**src/rtl/canvas_write_arbiter.sv**
```systemverilog
// ---------------------------------------------------------------------------
// canvas_write_arbiter
//
// This module is the only driver of the canvas frame-buffer write port
// (WIDTH x HEIGHT pixels, RGB565, linear address y*WIDTH + x). Two clients
// share the port:
//   - the brush engine, which turns one cursor stroke into 1 or 4 writes;
//   - the clear engine, which sweeps every address with a fill colour.
// The RAM throttles every write through mem_ready.
//
// Optional feature macro: CANVAS_WRITE_ARBITER_CLEAR_ABORT_EN
//   When defined, the clear_abort input is added. It stops a running sweep,
//   or cancels a queued clear, and clear_done pulses once in either case.
//
// Ports
//   CLOCK         in   system clock, rising edge
//   RESET_N       in   asynchronous active-low reset
//   brush_req     in   stroke request, held until brush_ack
//   brush_x/y     in   stroke origin (8 bits each)
//   brush_colour  in   stroke colour
//   brush_size    in   0 = single pixel, 1 = 2x2 block
//   brush_ack     out  one-cycle pulse when the stroke fields are captured
//   brush_done    out  one-cycle pulse when the stroke is complete
//   clear_req     in   clear request (pulse or level)
//   clear_colour  in   fill colour
//   clear_abort   in   (macro only) abort a pending or running clear
//   clear_busy    out  clear pending or running
//   clear_done    out  one-cycle pulse when the sweep ends
//   mem_ready     in   RAM accepts a write this cycle
//   wr_en         out  write valid
//   wr_addr       out  write address
//   wr_data       out  write data
//
// WIDTH*HEIGHT must fit in ADDR_W bits.
// ---------------------------------------------------------------------------
module canvas_write_arbiter #(
  parameter int WIDTH  = 96,
  parameter int HEIGHT = 64,
  parameter int ADDR_W = 13
) (
  input  logic              CLOCK,
  input  logic              RESET_N,
  input  logic              brush_req,
  input  logic [7:0]        brush_x,
  input  logic [7:0]        brush_y,
  input  logic [15:0]       brush_colour,
  input  logic              brush_size,
  output logic              brush_ack,
  output logic              brush_done,
  input  logic              clear_req,
  input  logic [15:0]       clear_colour,
`ifdef CANVAS_WRITE_ARBITER_CLEAR_ABORT_EN
  input  logic              clear_abort,
`endif
  output logic              clear_busy,
  output logic              clear_done,
  input  logic              mem_ready,
  output logic              wr_en,
  output logic [ADDR_W-1:0] wr_addr,
  output logic [15:0]       wr_data
);

  localparam logic [1:0] S_IDLE  = 2'd0;
  localparam logic [1:0] S_BRUSH = 2'd1;
  localparam logic [1:0] S_CLEAR = 2'd2;

  localparam logic [ADDR_W-1:0] LAST_ADDR = ADDR_W'(WIDTH * HEIGHT - 1);

  logic [1:0] state;
  logic       pending_clear;
  logic [7:0] brush_x_q;
  logic [7:0] brush_y_q;
  logic       brush_size_q;
  logic [1:0] slot_q;

  logic       abort_req;
  logic [1:0] next_slot;
  logic [8:0] next_x;
  logic [8:0] next_y;
  logic [8:0] first_x;
  logic [8:0] first_y;
  logic       slot_last;
  logic       slot_free;

`ifdef CANVAS_WRITE_ARBITER_CLEAR_ABORT_EN
  assign abort_req = clear_abort;
`else
  assign abort_req = 1'b0;
`endif

  // A pixel outside the canvas is skipped rather than written.
  function automatic logic pixel_clipped(input logic [8:0] px, input logic [8:0] py);
    return (32'(px) >= 32'(WIDTH)) || (32'(py) >= 32'(HEIGHT));
  endfunction

  // Linear address computed at full width, then truncated to the port width.
  function automatic logic [ADDR_W-1:0] pixel_addr(input logic [8:0] px, input logic [8:0] py);
    return ADDR_W'(32'(py) * 32'(WIDTH) + 32'(px));
  endfunction

  // Slot n of a 2x2 stroke covers (x + n[0], y + n[1]). Coordinates are
  // widened to 9 bits so x+1 / y+1 past 255 stay out of range instead of
  // wrapping to 0.
  always_comb begin
    next_slot = slot_q + 2'd1;
    next_x    = {1'b0, brush_x_q} + 9'(next_slot[0]);
    next_y    = {1'b0, brush_y_q} + 9'(next_slot[1]);
    first_x   = {1'b0, brush_x};
    first_y   = {1'b0, brush_y};
    slot_last = brush_size_q ? (slot_q == 2'd3) : 1'b1;
    // A slot finishes when its write is accepted, or at once if it is clipped.
    slot_free = !wr_en || mem_ready;
  end

  always_ff @(posedge CLOCK or negedge RESET_N) begin
    if (!RESET_N) begin
      state         <= S_IDLE;
      pending_clear <= 1'b0;
      brush_x_q     <= '0;
      brush_y_q     <= '0;
      brush_size_q  <= 1'b0;
      slot_q        <= '0;
      brush_ack     <= 1'b0;
      brush_done    <= 1'b0;
      clear_busy    <= 1'b0;
      clear_done    <= 1'b0;
      wr_en         <= 1'b0;
      wr_addr       <= '0;
      wr_data       <= '0;
    end else begin
      brush_ack  <= 1'b0;
      brush_done <= 1'b0;
      clear_done <= 1'b0;

      case (state)
        S_IDLE: begin
          if (abort_req && pending_clear) begin
            pending_clear <= 1'b0;
            clear_busy    <= 1'b0;
            clear_done    <= 1'b1;
          end else if (pending_clear || clear_req) begin
            // Clear wins over a brush request seen in the same cycle.
            pending_clear <= 1'b0;
            clear_busy    <= 1'b1;
            state         <= S_CLEAR;
            wr_en         <= 1'b1;
            wr_addr       <= '0;
            wr_data       <= clear_colour;
          end else if (brush_req) begin
            brush_x_q    <= brush_x;
            brush_y_q    <= brush_y;
            brush_size_q <= brush_size;
            slot_q       <= 2'd0;
            brush_ack    <= 1'b1;
            state        <= S_BRUSH;
            wr_en        <= !pixel_clipped(first_x, first_y);
            wr_addr      <= pixel_addr(first_x, first_y);
            wr_data      <= brush_colour;
          end
        end

        S_BRUSH: begin
          // A stroke is never preempted; a clear request is queued instead.
          if (clear_req) begin
            pending_clear <= 1'b1;
            clear_busy    <= 1'b1;
          end
          if (slot_free) begin
            if (slot_last) begin
              wr_en      <= 1'b0;
              brush_done <= 1'b1;
              state      <= S_IDLE;
            end else begin
              slot_q  <= next_slot;
              wr_en   <= !pixel_clipped(next_x, next_y);
              wr_addr <= pixel_addr(next_x, next_y);
            end
          end
        end

        S_CLEAR: begin
          // wr_addr doubles as the sweep counter; wr_data keeps the fill colour.
          if (abort_req) begin
            wr_en      <= 1'b0;
            clear_busy <= 1'b0;
            clear_done <= 1'b1;
            state      <= S_IDLE;
          end else if (mem_ready) begin
            if (wr_addr == LAST_ADDR) begin
              wr_en      <= 1'b0;
              clear_busy <= 1'b0;
              clear_done <= 1'b1;
              state      <= S_IDLE;
            end else begin
              wr_addr <= wr_addr + ADDR_W'(1);
            end
          end
        end

        default: begin
          state <= S_IDLE;
        end
      endcase
    end
  end

endmodule

```
**config.mk**
```make
export PLATFORM = sky130hd
export DESIGN_NAME = canvas_write_arbiter
export DESIGN_NICKNAME = d
export VERILOG_FILES = /design/src/rtl/canvas_write_arbiter.sv
export SDC_FILE = /design/constraint.sdc
export NUM_CORES = 1
export LEC_CHECK = 0
export ABC_AREA = 1
export BUFFER_PORTS_ARGS = -buffer_cell sky130_fd_sc_hd__buf_2
export CAP_MARGIN = 20
export CORE_UTILIZATION = 56
export CTS_CLUSTER_DIAMETER = 30
export DETAILED_ROUTE_END_ITERATION = 16
export PLACE_DENSITY = 0.82
export SLEW_MARGIN = 25
export SYNTH_ARGS = -nofsm -noshare
export SYNTH_HDL_FRONTEND = slang
export SYNTH_SLANG_ARGS = --single-unit
export TNS_END_PERCENT = 10
```
**constraint.sdc**
```tcl
create_clock -name CLOCK -period 4.5 [get_ports CLOCK]
set_input_delay 0.225 -clock CLOCK [delete_from_list [all_inputs] [get_ports CLOCK]]
set_output_delay 0.225 -clock CLOCK [all_outputs]
set_load 0.02 [all_outputs]
```
==> results by group, run 1 <==
STA
  • Max-slew violations: 0
  • Measured slew at the worst slew-check pin: between 0.8 and 0.9 ns
  • FMAX: about 0.28 GHz
  • Period utilization: 0.802
  • RSZ-0062 raised after global routing: false
  • Clk_skew: around 0.011 ns
  • Setup-failing EPs final: 0
  • Setup TNS Final: 0 ns
  • Final hold vios: 0
  • Relative slew slack: 0.399
  • Minimum clock period: between 3 and 4 ns

Drt
  • Drt pass-1 iters: 5
  • DR vias/cell: around 5.4
  • Final WL: between 10 and 15 mm
  • DR DRC count: 0
  • Overall via count from detail_route: roughly 4200
  • Routed WL per cell: about 13 um
  • 1st-iter DRT viols: about 270
  • Number of nets with antenna violations after routing: 0

Logic synthesis
  • Yosys reg bits: 56
  • Synth Warn #: 0
  • Post-Syn Nets: approximately 680
  • Async set-reset flop share out of synthesis: 1.00
  • Syn_area_per_cell: roughly 7 um^2
  • Gate Count Post-Synth: around 590
  • Post-synth EDFFs: 0
  • Sequential fraction of the synthesis area: 0.336
  • Synth cell types: 39
  • Synthesized cell area: 0.00417 mm^2
  • Main flop type after synthesis: dfrtp_1

Worst setup path
  • CP dominant cell by count: nand2_1
  • Reg2reg end: wr_addr[11]$_DFFE_PN0P_
  • CP Capture Type: register
  • Critical-path top delay cell: dfrtp_1
  • CP arrival: between 3 and 4 ns
  • CP Max Fanout: 5
  • R2R Setup Slk: around 0.9 ns
  • Crit-path max cell delay: 0.40 ns
  • FF-to-FF path depth: 27
  • Worst endpoint required time: around 4.8 ns
  • Reg-to-Reg Start: slot_q[0]$_DFFE_PN0P_
  • Type of the worst setup path: reg -> reg
  • CP Launch Type: register
  • Top delay family on crit path: adder cells
  • CP bufs+invs: 6

Cells and area
  • Final Net Count: between 700 and 800
  • Antenna diodes: 0
  • Most frequent cells in the layout: nand2_1, buf_2, inv_1
  • Most common cell after layout, fill and taps aside: nand2_1
  • P&R area growth vs syn: 14.2%
  • Layout cells sized above 1: 0.169

Die
  • Ports: 88
  • Die Area: about 0.0078 mm^2
  • Die H: 88.3 um
  • Die X: between 80 and 90 um
  • Starting Density: 0.579
  • Core Rows: 31
  • Total core area: ~0.0072 mm^2

Global route
  • Remaining global-route overflow: 0
  • Total track usage: 0.275
  • Largest net degree at the start of global routing: 57
  • Initial antenna violation count: 0
  • First-pass GRT wire length: between 15 and 20 mm
  • Vias in the first global route: roughly 3700

Clock tree
  • Post-CTS Setup Bufs: 0
  • CTS tree: yes
  • Hold_buf cts: 0
  • Worst-Skew Late Latency: around 0.32 ns
  • Clk slew on worst S/H paths: around 0.11 ns
  • Post-CTS Resized: 0
  • Root Buffer: clkbuf_8
  • CTS Sinks: 56
  • Total CTS buffers: 5
  • CTS HTree Levels: 2
  • Maximum clock path buffer count: 2

Outcome
  • Status: completed

Placed design
  • Port Buffers: 87
  • Post-DP HPWL: ~8 mm
  • RD Place Congestion: about 0.91

Power and ir drop
  • Overall power: between 0.001 and 0.0015 W
  • Maximum vdd drop: ~190 uV
  • Leakage power: ~2.6 nW
  • Pwr/cell area: roughly 250 mW/mm^2

Hold path
  • Hold WC Path Type: in -> async

Flow run
  • Max Cap Viol: 0
## stage by stage
stage / setup WS (ns) / cells / cell area (um^2) / util / hold slack, ns
floorplan: 1.27 / 593 / 4170 / - / -0.0706
global placement: 1.07 / 766 / 4680 / 0.648 / 0.409
detailed placement: 0.929 / 766 / 4680 / 0.648 / 0.412
CTS: 0.903 / 774 / 4770 / 0.661 / 0.0588
global route: 0.539 / 774 / 4770 / 0.661 / 0.115
finish: 0.893 / 774 / 4770 / 0.661 / 0.0414
## area by class of cell
cell class / instances / area [um^2]
clock buffers: 5 / 68.8
clock inverters: 3 / 22.5
fillers: 670 / 2450
inverters: 77 / 289
multi-input cells: 444 / 2400
flip-flops and latches: 56 / 1400
well taps: 99 / 124
repair buffers: 90 / 458
## report_power, final
group,internal [W],switching [W]
sequential,0.000537,0.0000400
combinational,0.000116,0.000189
clock,0.000112,0.000182
total,0.000765,0.000410
## cells by family after synthesis
group,count (synthesis),synth area share
simple gates,289,0.290
compound gates,106,0.145
buf+inv,93,0.0881
flops,56,0.336
fa+ha+maj,36,0.113
xor+xnor,13,0.0273
## routing by layer
metal  part of all wire  GRT usage  vias up
li1                   -          -     2099
met1               0.46      0.383     1909
met2               0.47      0.459      136
met3              0.052     0.0308       13
met4              0.012     0.0645        0
met5                  0          0        -
## sequential cells by signal, indices dropped and copies added (netlist names), 2 cells and up
name	flops
brush_y_q	8
slot_q	2
wr_data	16
wr_addr	13
state	2
brush_x_q	8
## Yosys cell counts (2+ instances only)
cell type	number	area (um^2)
inv_1	74	278
xnor2_1	3	26.3
nand3_2	2	20.0
clkbuf_1	10	37.5
nand4_1	5	31.3
o31ai_1	2	15.0
a21oi_1	24	120
a31oi_1	17	106
ha_1	33	413
a22oi_1	5	37.5
dfrtp_1	56	1400
nand3_1	36	180
inv_2	2	7.51
nand2_2	2	12.5
xor2_1	10	87.6
nor2_2	5	31.3
buf_6	2	22.5
o41ai_1	2	17.5
nand2_1	173	649
a211oi_1	2	15.0
nor3_1	5	25.0
buf_2	3	15.0
nand3b_1	3	22.5
o21ai_0	46	230
fa_1	3	60.1
nor2_1	54	203
a21oi_2	2	17.5
## how the worst max path moves through the flow
stage / startpoint / end / slack, ns / depth (start not counted)
final: slot_q[0]$_DFFE_PN0P_ / wr_addr[11]$_DFFE_PN0P_ / 0.89 / 27
after CTS: slot_q[0]$_DFFE_PN0P_ / wr_addr[11]$_DFFE_PN0P_ / 0.90 / 27
after global routing: slot_q[0]$_DFFE_PN0P_ / wr_addr[11]$_DFFE_PN0P_ / 0.54 / 27
after floorplan: slot_q[0]$_DFFE_PN0P_ / wr_addr[11]$_DFFE_PN0P_ / 1.27 / 26
after global placement: slot_q[0]$_DFFE_PN0P_ / wr_addr[11]$_DFFE_PN0P_ / 1.07 / 26
after detailed placement: slot_q[0]$_DFFE_PN0P_ / wr_addr[11]$_DFFE_PN0P_ / 0.93 / 27
No activity file was read; power rests on OpenSTA's default activity.
==> run 2: changes to the inputs <==
- CORE_UTILIZATION: 56 -> 50
- PLACE_DENSITY: 0.82 -> 0.77
- clock period: 4.5 -> 3.1 ns (I/O delays scaled with it)
==> run 2 against run 1 <==
Compared with the run above:
- the run now ends with negative setup slack left
- sequential cell count unchanged
- first-iteration DRC count is 8.8% lower
- power rose by 53%
- hold slack got worse by 0.016 ns
- sequential power up 45%
- via count rose by 4.7%
- die area increased by 12%
- cell count is 3.6% higher
- combinational power increased by 48%
- critical endpoint is now wr_addr[12]$_DFFE_PN0P_
- non-clock buffer count rose by 25
- critical path depth decreased by 1
==> results by group, run 2 (synthesis gave the netlist of run 1 again) <==
Power and ir drop
  • Pwr/cell area: 355 mW/mm^2
  • Leakage power: around 2.7 nW
  • Overall power: ~0.0018 W
  • Maximum vdd drop: 354 uV

Cells and area
  • Most frequent cells in the layout: nand2_1, buf_2, inv_1
  • Most common cell after layout, fill and taps aside: nand2_1
  • Max reg flops: 16
  • Biggest register: wr_data
  • Final core occ: 0.644
  • P&R area growth vs syn: 21.7%
  • Final Net Count: slightly below 800
  • Post-Layout Cell Count: ~800
  • Largest regs: wr_data: 16 flops, wr_addr: 13 flops
  • Layout cells sized above 1: 0.229
  • Antenna diodes: 0

Drt
  • Routed WL per cell: 13.9 um
  • DR vias/cell: 5.43
  • Drt pass-1 iters: 5
  • DR DRC count: 0
  • Overall via count from detail_route: 4353
  • Final WL: 11.2 mm
  • Number of nets with antenna violations after routing: 0
  • 1st-iter DRT viols: 249

Worst setup path
  • Type of the worst setup path: reg -> reg
  • CP Capture Type: register
  • CP Launch Type: register
  • Worst endpoint required time: about 3.4 ns
  • CP Max Fanout: 4
  • Reg2reg end: wr_addr[12]$_DFFE_PN0P_
  • FF-to-FF path depth: 26
  • Reg-to-Reg Start: slot_q[1]$_DFFE_PN0P_
  • R2R Setup Slk: -0.07 ns
  • CP arrival: roughly 3.4 ns

Clock tree
  • Maximum clock path buffer count: 2
  • CTS Sinks: 56
  • Total CTS buffers: 5
  • Worst-Skew Late Latency: 0.32 ns
  • Clk slew on worst S/H paths: around 0.11 ns
  • CTS tree: yes
  • CTS HTree Levels: 2
  • Root Buffer: clkbuf_8

STA
  • Minimum clock period: 3.17 ns
  • FMAX: approximately 0.32 GHz
  • Final WS setup: -0.0675 ns
  • Period utilization: 1.02
  • Clk_skew: ~0.0046 ns
  • Hold slack: ~0.026 ns
  • RSZ-0062 raised after global routing: true
  • Relative slew slack: 0.392
  • Setup-failing EPs final: 4
  • Max-slew violations: 0
  • Measured slew at the worst slew-check pin: about 0.91 ns
  • Final hold vios: 0

Global route
  • Total track usage: 0.269
  • Initial antenna violation count: 0
  • Remaining global-route overflow: 0
  • Vias in the first global route: 4075
  • First-pass GRT wire length: 18.6 mm
  • Largest net degree at the start of global routing: 37

Flow run
  • Max Cap Viol: 0

Hold path
  • Hold WC Path Type: in -> reg
  • Hold path start: brush_size
  • Hold EP: brush_size_q$_DFFE_PN0P_
  • Hold-critical path depth: 3

Die
  • Total core area: ~0.0079 mm^2
  • Core Rows: 32
  • Starting Density: 0.529
  • Ports: slightly below 90
  • Die Area: 0.00872 mm^2
  • Die X: 93.4 um
  • Die H: just over 90 um

Placed design
  • Port Buffers: 87
  • Post-DP HPWL: between 8 and 9 mm
  • Placed Cells: a little under 800
  • RD Place Congestion: 0.910

Outcome
  • Status: finished, violations left
  • Failing checks: negative setup slack
==> run 2: timing repair <==
action | in CTS | in global routing
buffers inserted | 4 | 0
hold buffers | 1 | 0
resized for setup | 11 | 11
setup endpoints to repair | 4 | 6
hold endpoints to repair | 20 | 0
pin swaps | 13 | 9
==> run 2: final cells by class <==
type,count,area (um^2)
fill,697,2810
multi-input combinational,444,2500
sequential,56,1400
timing repair buffer,115,648
inverter,77,292
tap,102,128
clock buffer,6,72.6
clock inverter,2,38.8
==> run 2: worst max path at each step <==
stage                                     start                      end  cells past startpoint
after global routing      slot_q[0]$_DFFE_PN0P_  wr_addr[12]$_DFFE_PN0P_                     22
after global placement    slot_q[1]$_DFFE_PN0P_  wr_addr[11]$_DFFE_PN0P_                     26
final                     slot_q[1]$_DFFE_PN0P_  wr_addr[12]$_DFFE_PN0P_                     26
after detailed placement  slot_q[1]$_DFFE_PN0P_  wr_addr[11]$_DFFE_PN0P_                     26
after CTS                 slot_q[0]$_DFFE_PN0P_  wr_addr[11]$_DFFE_PN0P_                     27
after floorplan           slot_q[1]$_DFFE_PN0P_  wr_addr[11]$_DFFE_PN0P_                     26
==> run 2: power by group <==
group / total (W) / leakage, nW / internal, W / switching (W)
registers: 0.000837 / 0.645 / 0.000779 / 0.0000580
clock network: 0.000515 / 0.0558 / 0.000245 / 0.000270
logic: 0.000450 / 2.04 / 0.000171 / 0.000280
total: 0.00180 / 2.74 / 0.00120 / 0.000608
==> run 2: worst max-delay path: stages (launching register included) <==
cell and delay [ns]:
dfrtp_1 0.40, ha_1 0.32, ha_2 0.19, ha_4 0.17, inv_2 0.05, nand2_1 0.04
nand2_1 0.09, nand2_1 0.07, nand2_1 0.07, inv_1 0.04, ha_2 0.17, inv_2 0.05
nand2_2 0.05, xor2_1 0.15, inv_1 0.08, ha_4 0.29, inv_4 0.04, nor2_2 0.10
nor2_1 0.05, nand3b_1 0.18, inv_1 0.09, nand3_1 0.08, nand2_1 0.06, nand3_1 0.06
nand2_1 0.06, nand2_1 0.05, a21oi_2 0.11
==> run 2: stage by stage <==
step	cell area [um^2]	setup TNS [ns]	setup slack, ns
2_1_floorplan	4210	0	0.00414
3_3_place_gp	4870	-0.0329	-0.0329
4_1_cts	5040	-0.197	-0.0732
6_report	5080	-0.186	-0.0675
3_5_place_dp	4870	-0.377	-0.140
5_1_grt	5080	-1.30	-0.323
==> run 2: metal layers <==
metal / vias to the layer above / GRT usage / wire length [um]
li1: 2145 / - / -
met1: 2037 / 0.360 / 4860
met2: 150 / 0.469 / 5410
met3: 21 / 0.0285 / 701
met4: 0 / 0.0590 / 179
met5: - / 0 / 0
==> run 3: changes to the inputs <==
- MAX_ROUTING_LAYER: default -> met4
- SKIP_LAST_GASP: default -> 1
==> run 3 against run 2 <==
Compared with the run above:
- the flow still finishes with violations (negative setup slack)
- clock power about the same
- highest routed layer unchanged
- fmax up 0.35%
- power down 0.16%
- combinational power about the same
- hold slack about the same
- global-route usage up 0.70 points
- critical path depth up 1
- clock skew down 0.0012 ns
- sequential cell count unchanged
- count of clock-buffer cells in the layout unchanged
==> results by group, run 3 (synthesis gave the netlist of run 1 again) <==
STA
  • FMAX: ~0.32 GHz
  • Final hold vios: 0
  • Period utilization: 1.02
  • Max-slew violations: 0
  • RSZ-0062 raised after global routing: true
  • Clk_skew: 0.00341 ns
  • Final WS setup: -0.0565 ns
  • Setup-failing EPs final: 3
  • Minimum clock period: roughly 3.2 ns
  • Relative slew slack: 0.375
  • Measured slew at the worst slew-check pin: between 0.9 and 1 ns
  • Hold slack: 0.0261 ns

Cells and area
  • Largest regs: wr_data: 16 flops, wr_addr: 13 flops
  • P&R area growth vs syn: 21.2%
  • Post-Layout Cell Count: around 800
  • Antenna diodes: 0
  • Final Net Count: 789
  • Most common cell after layout, fill and taps aside: nand2_1
  • Biggest register: wr_data
  • Most frequent cells in the layout: nand2_1, buf_2, inv_1
  • Final core occ: 0.641
  • Max reg flops: 16
  • Layout cells sized above 1: 0.221
  • FILL cells: 703
  • Multi-input gate area: 0.00248 mm^2
  • FF+latch area: ~0.0014 mm^2

Placed design
  • Pre-CTS setup slack: -0.140 ns
  • RD Place Congestion: 0.926
  • Port Buffers: 87
  • Post-DP HPWL: 8.66 mm
  • Placed Cells: between 700 and 800

Power and ir drop
  • Maximum vdd drop: about 350 uV
  • Switching part of the total: 0.336
  • Int Power: approximately 0.0012 W
  • Leakage power: 2.73 nW
  • Pwr/cell area: approximately 360 mW/mm^2
  • Overall power: between 0.0015 and 0.002 W
  • Clock share of power: 0.285
  • Comb power frac: 0.250
  • Seq pwr share: 0.465
  • Net switching power of the design: about 0.00061 W

Worst setup path
  • CP Max Fanout: 4
  • R2R Setup Slk: -0.06 ns
  • CP bufs+invs: 6
  • CP Launch Type: register
  • CP dominant cell by count: nand2_1
  • Crit. Startpoint: slot_q[1]$_DFFE_PN0P_
  • Reg-to-Reg Start: slot_q[1]$_DFFE_PN0P_
  • Crit-path max cell delay: roughly 0.40 ns
  • Worst endpoint required time: roughly 3.4 ns
  • FF-to-FF path depth: 27
  • Type of the worst setup path: reg -> reg
  • Reg2reg end: wr_addr[11]$_DFFE_PN0P_
  • Worst path depth: 27
  • Top delay family on crit path: adder cells
  • CP Capture Type: register
  • Crit path to: wr_addr[11]$_DFFE_PN0P_
  • CP arrival: 3.42 ns
  • Critical-path top delay cell: dfrtp_1

Clock tree
  • Clk slew on worst S/H paths: between 0.1 and 0.15 ns
  • CTS HTree Levels: 2
  • Total CTS buffers: 5
  • CTS Sinks: 56
  • CTS tree: yes
  • Root Buffer: clkbuf_8
  • Worst-Skew Late Latency: 0.32 ns
  • Maximum clock path buffer count: 2

Drt
  • Routed WL per cell: between 10 and 15 um
  • Drt pass-1 iters: 5
  • 1st-iter DRT viols: 252
  • DR DRC count: 0
  • Number of nets with antenna violations after routing: 0
  • DR vias/cell: approximately 5.4
  • Final WL: between 10 and 15 mm
  • Overall via count from detail_route: ~4300

Die
  • Die X: about 93 um
  • Core Rows: 32
  • Total core area: slightly below 0.008 mm^2
  • Starting Density: 0.529
  • Die Area: slightly below 0.009 mm^2
  • Ports: 88
  • Die H: around 93 um

Hold path
  • Hold WC Path Type: in -> reg
  • Hold-critical path depth: 3

Outcome
  • Status: finished, violations left
  • Failing checks: negative setup slack

Global route
  • Vias in the first global route: 4082
  • First-pass GRT wire length: 18.5 mm
  • Remaining global-route overflow: 0
  • Largest net degree at the start of global routing: 37
  • Total track usage: 0.276
  • Initial antenna violation count: 0

Flow run
  • Max Cap Viol: 0
==> run 3: timing repair <==
item,4_1_cts,5_1_grt
resized for setup,10,6
setup endpoints to repair,4,6
hold endpoints to repair,20,0
setup buffers,4,0
pin swaps,13,9
hold buffers,1,0
==> run 3: metrics by stage <==
step           instance area, um^2  setup TNS [ns]
5_1_grt                       5060           -1.37
2_1_floorplan                 4210               0
4_1_cts                       5040          -0.216
6_report                      5060          -0.133
3_5_place_dp                  4870          -0.377
3_3_place_gp                  4870         -0.0329
==> run 3: per-layer routing <==
layer / global-route usage / wire (um) / vias to the layer above
met3: 0.0317 / 592 / 18
met5: - / 0 / -
met1: 0.356 / 4880 / 1993
met4: 0.0603 / 151 / 0
met2: 0.468 / 5360 / 137
li1: - / - / 2150
==> run 3: power groups by stage <==
stage,logic (W),registers [W],clock network (W)
2_1_floorplan,0.000217,0.000903,0
3_3_place_gp,0.000429,0.000847,0
3_5_place_dp,0.000445,0.000849,0
4_1_cts,0.000449,0.000835,0.000516
5_1_grt,0.000500,0.000845,0.000547
6_report,0.000450,0.000837,0.000513
==> run 3: layout make-up <==
cell class                 instances  share of cell area
clock inverter                     2             0.00767
sequential                        56               0.277
inverter                          77              0.0576
tap                              102              0.0252
clock buffer                       6              0.0143
multi-input combinational        444               0.490
timing repair buffer             115               0.128
==> run 3: how the worst min path moves through the flow <==
stage	from	endpoint	slack, ns
global placement	RESET_N	brush_ack$_DFF_PN0_	0.15
CTS	brush_size	brush_size_q$_DFFE_PN0P_	0.03
finish	brush_size	brush_size_q$_DFFE_PN0P_	0.03
global route	brush_size	brush_size_q$_DFFE_PN0P_	0.03
detailed placement	RESET_N	brush_x_q[6]$_DFFE_PN0P_	0.16
floorplan	RESET_N	brush_ack$_DFF_PN0_	-0.14
==> run 3: worst min-delay path: stages <==
cell,delay [ns]
buf_2,0.07
nand2_1,0.04
nand2_1,0.05
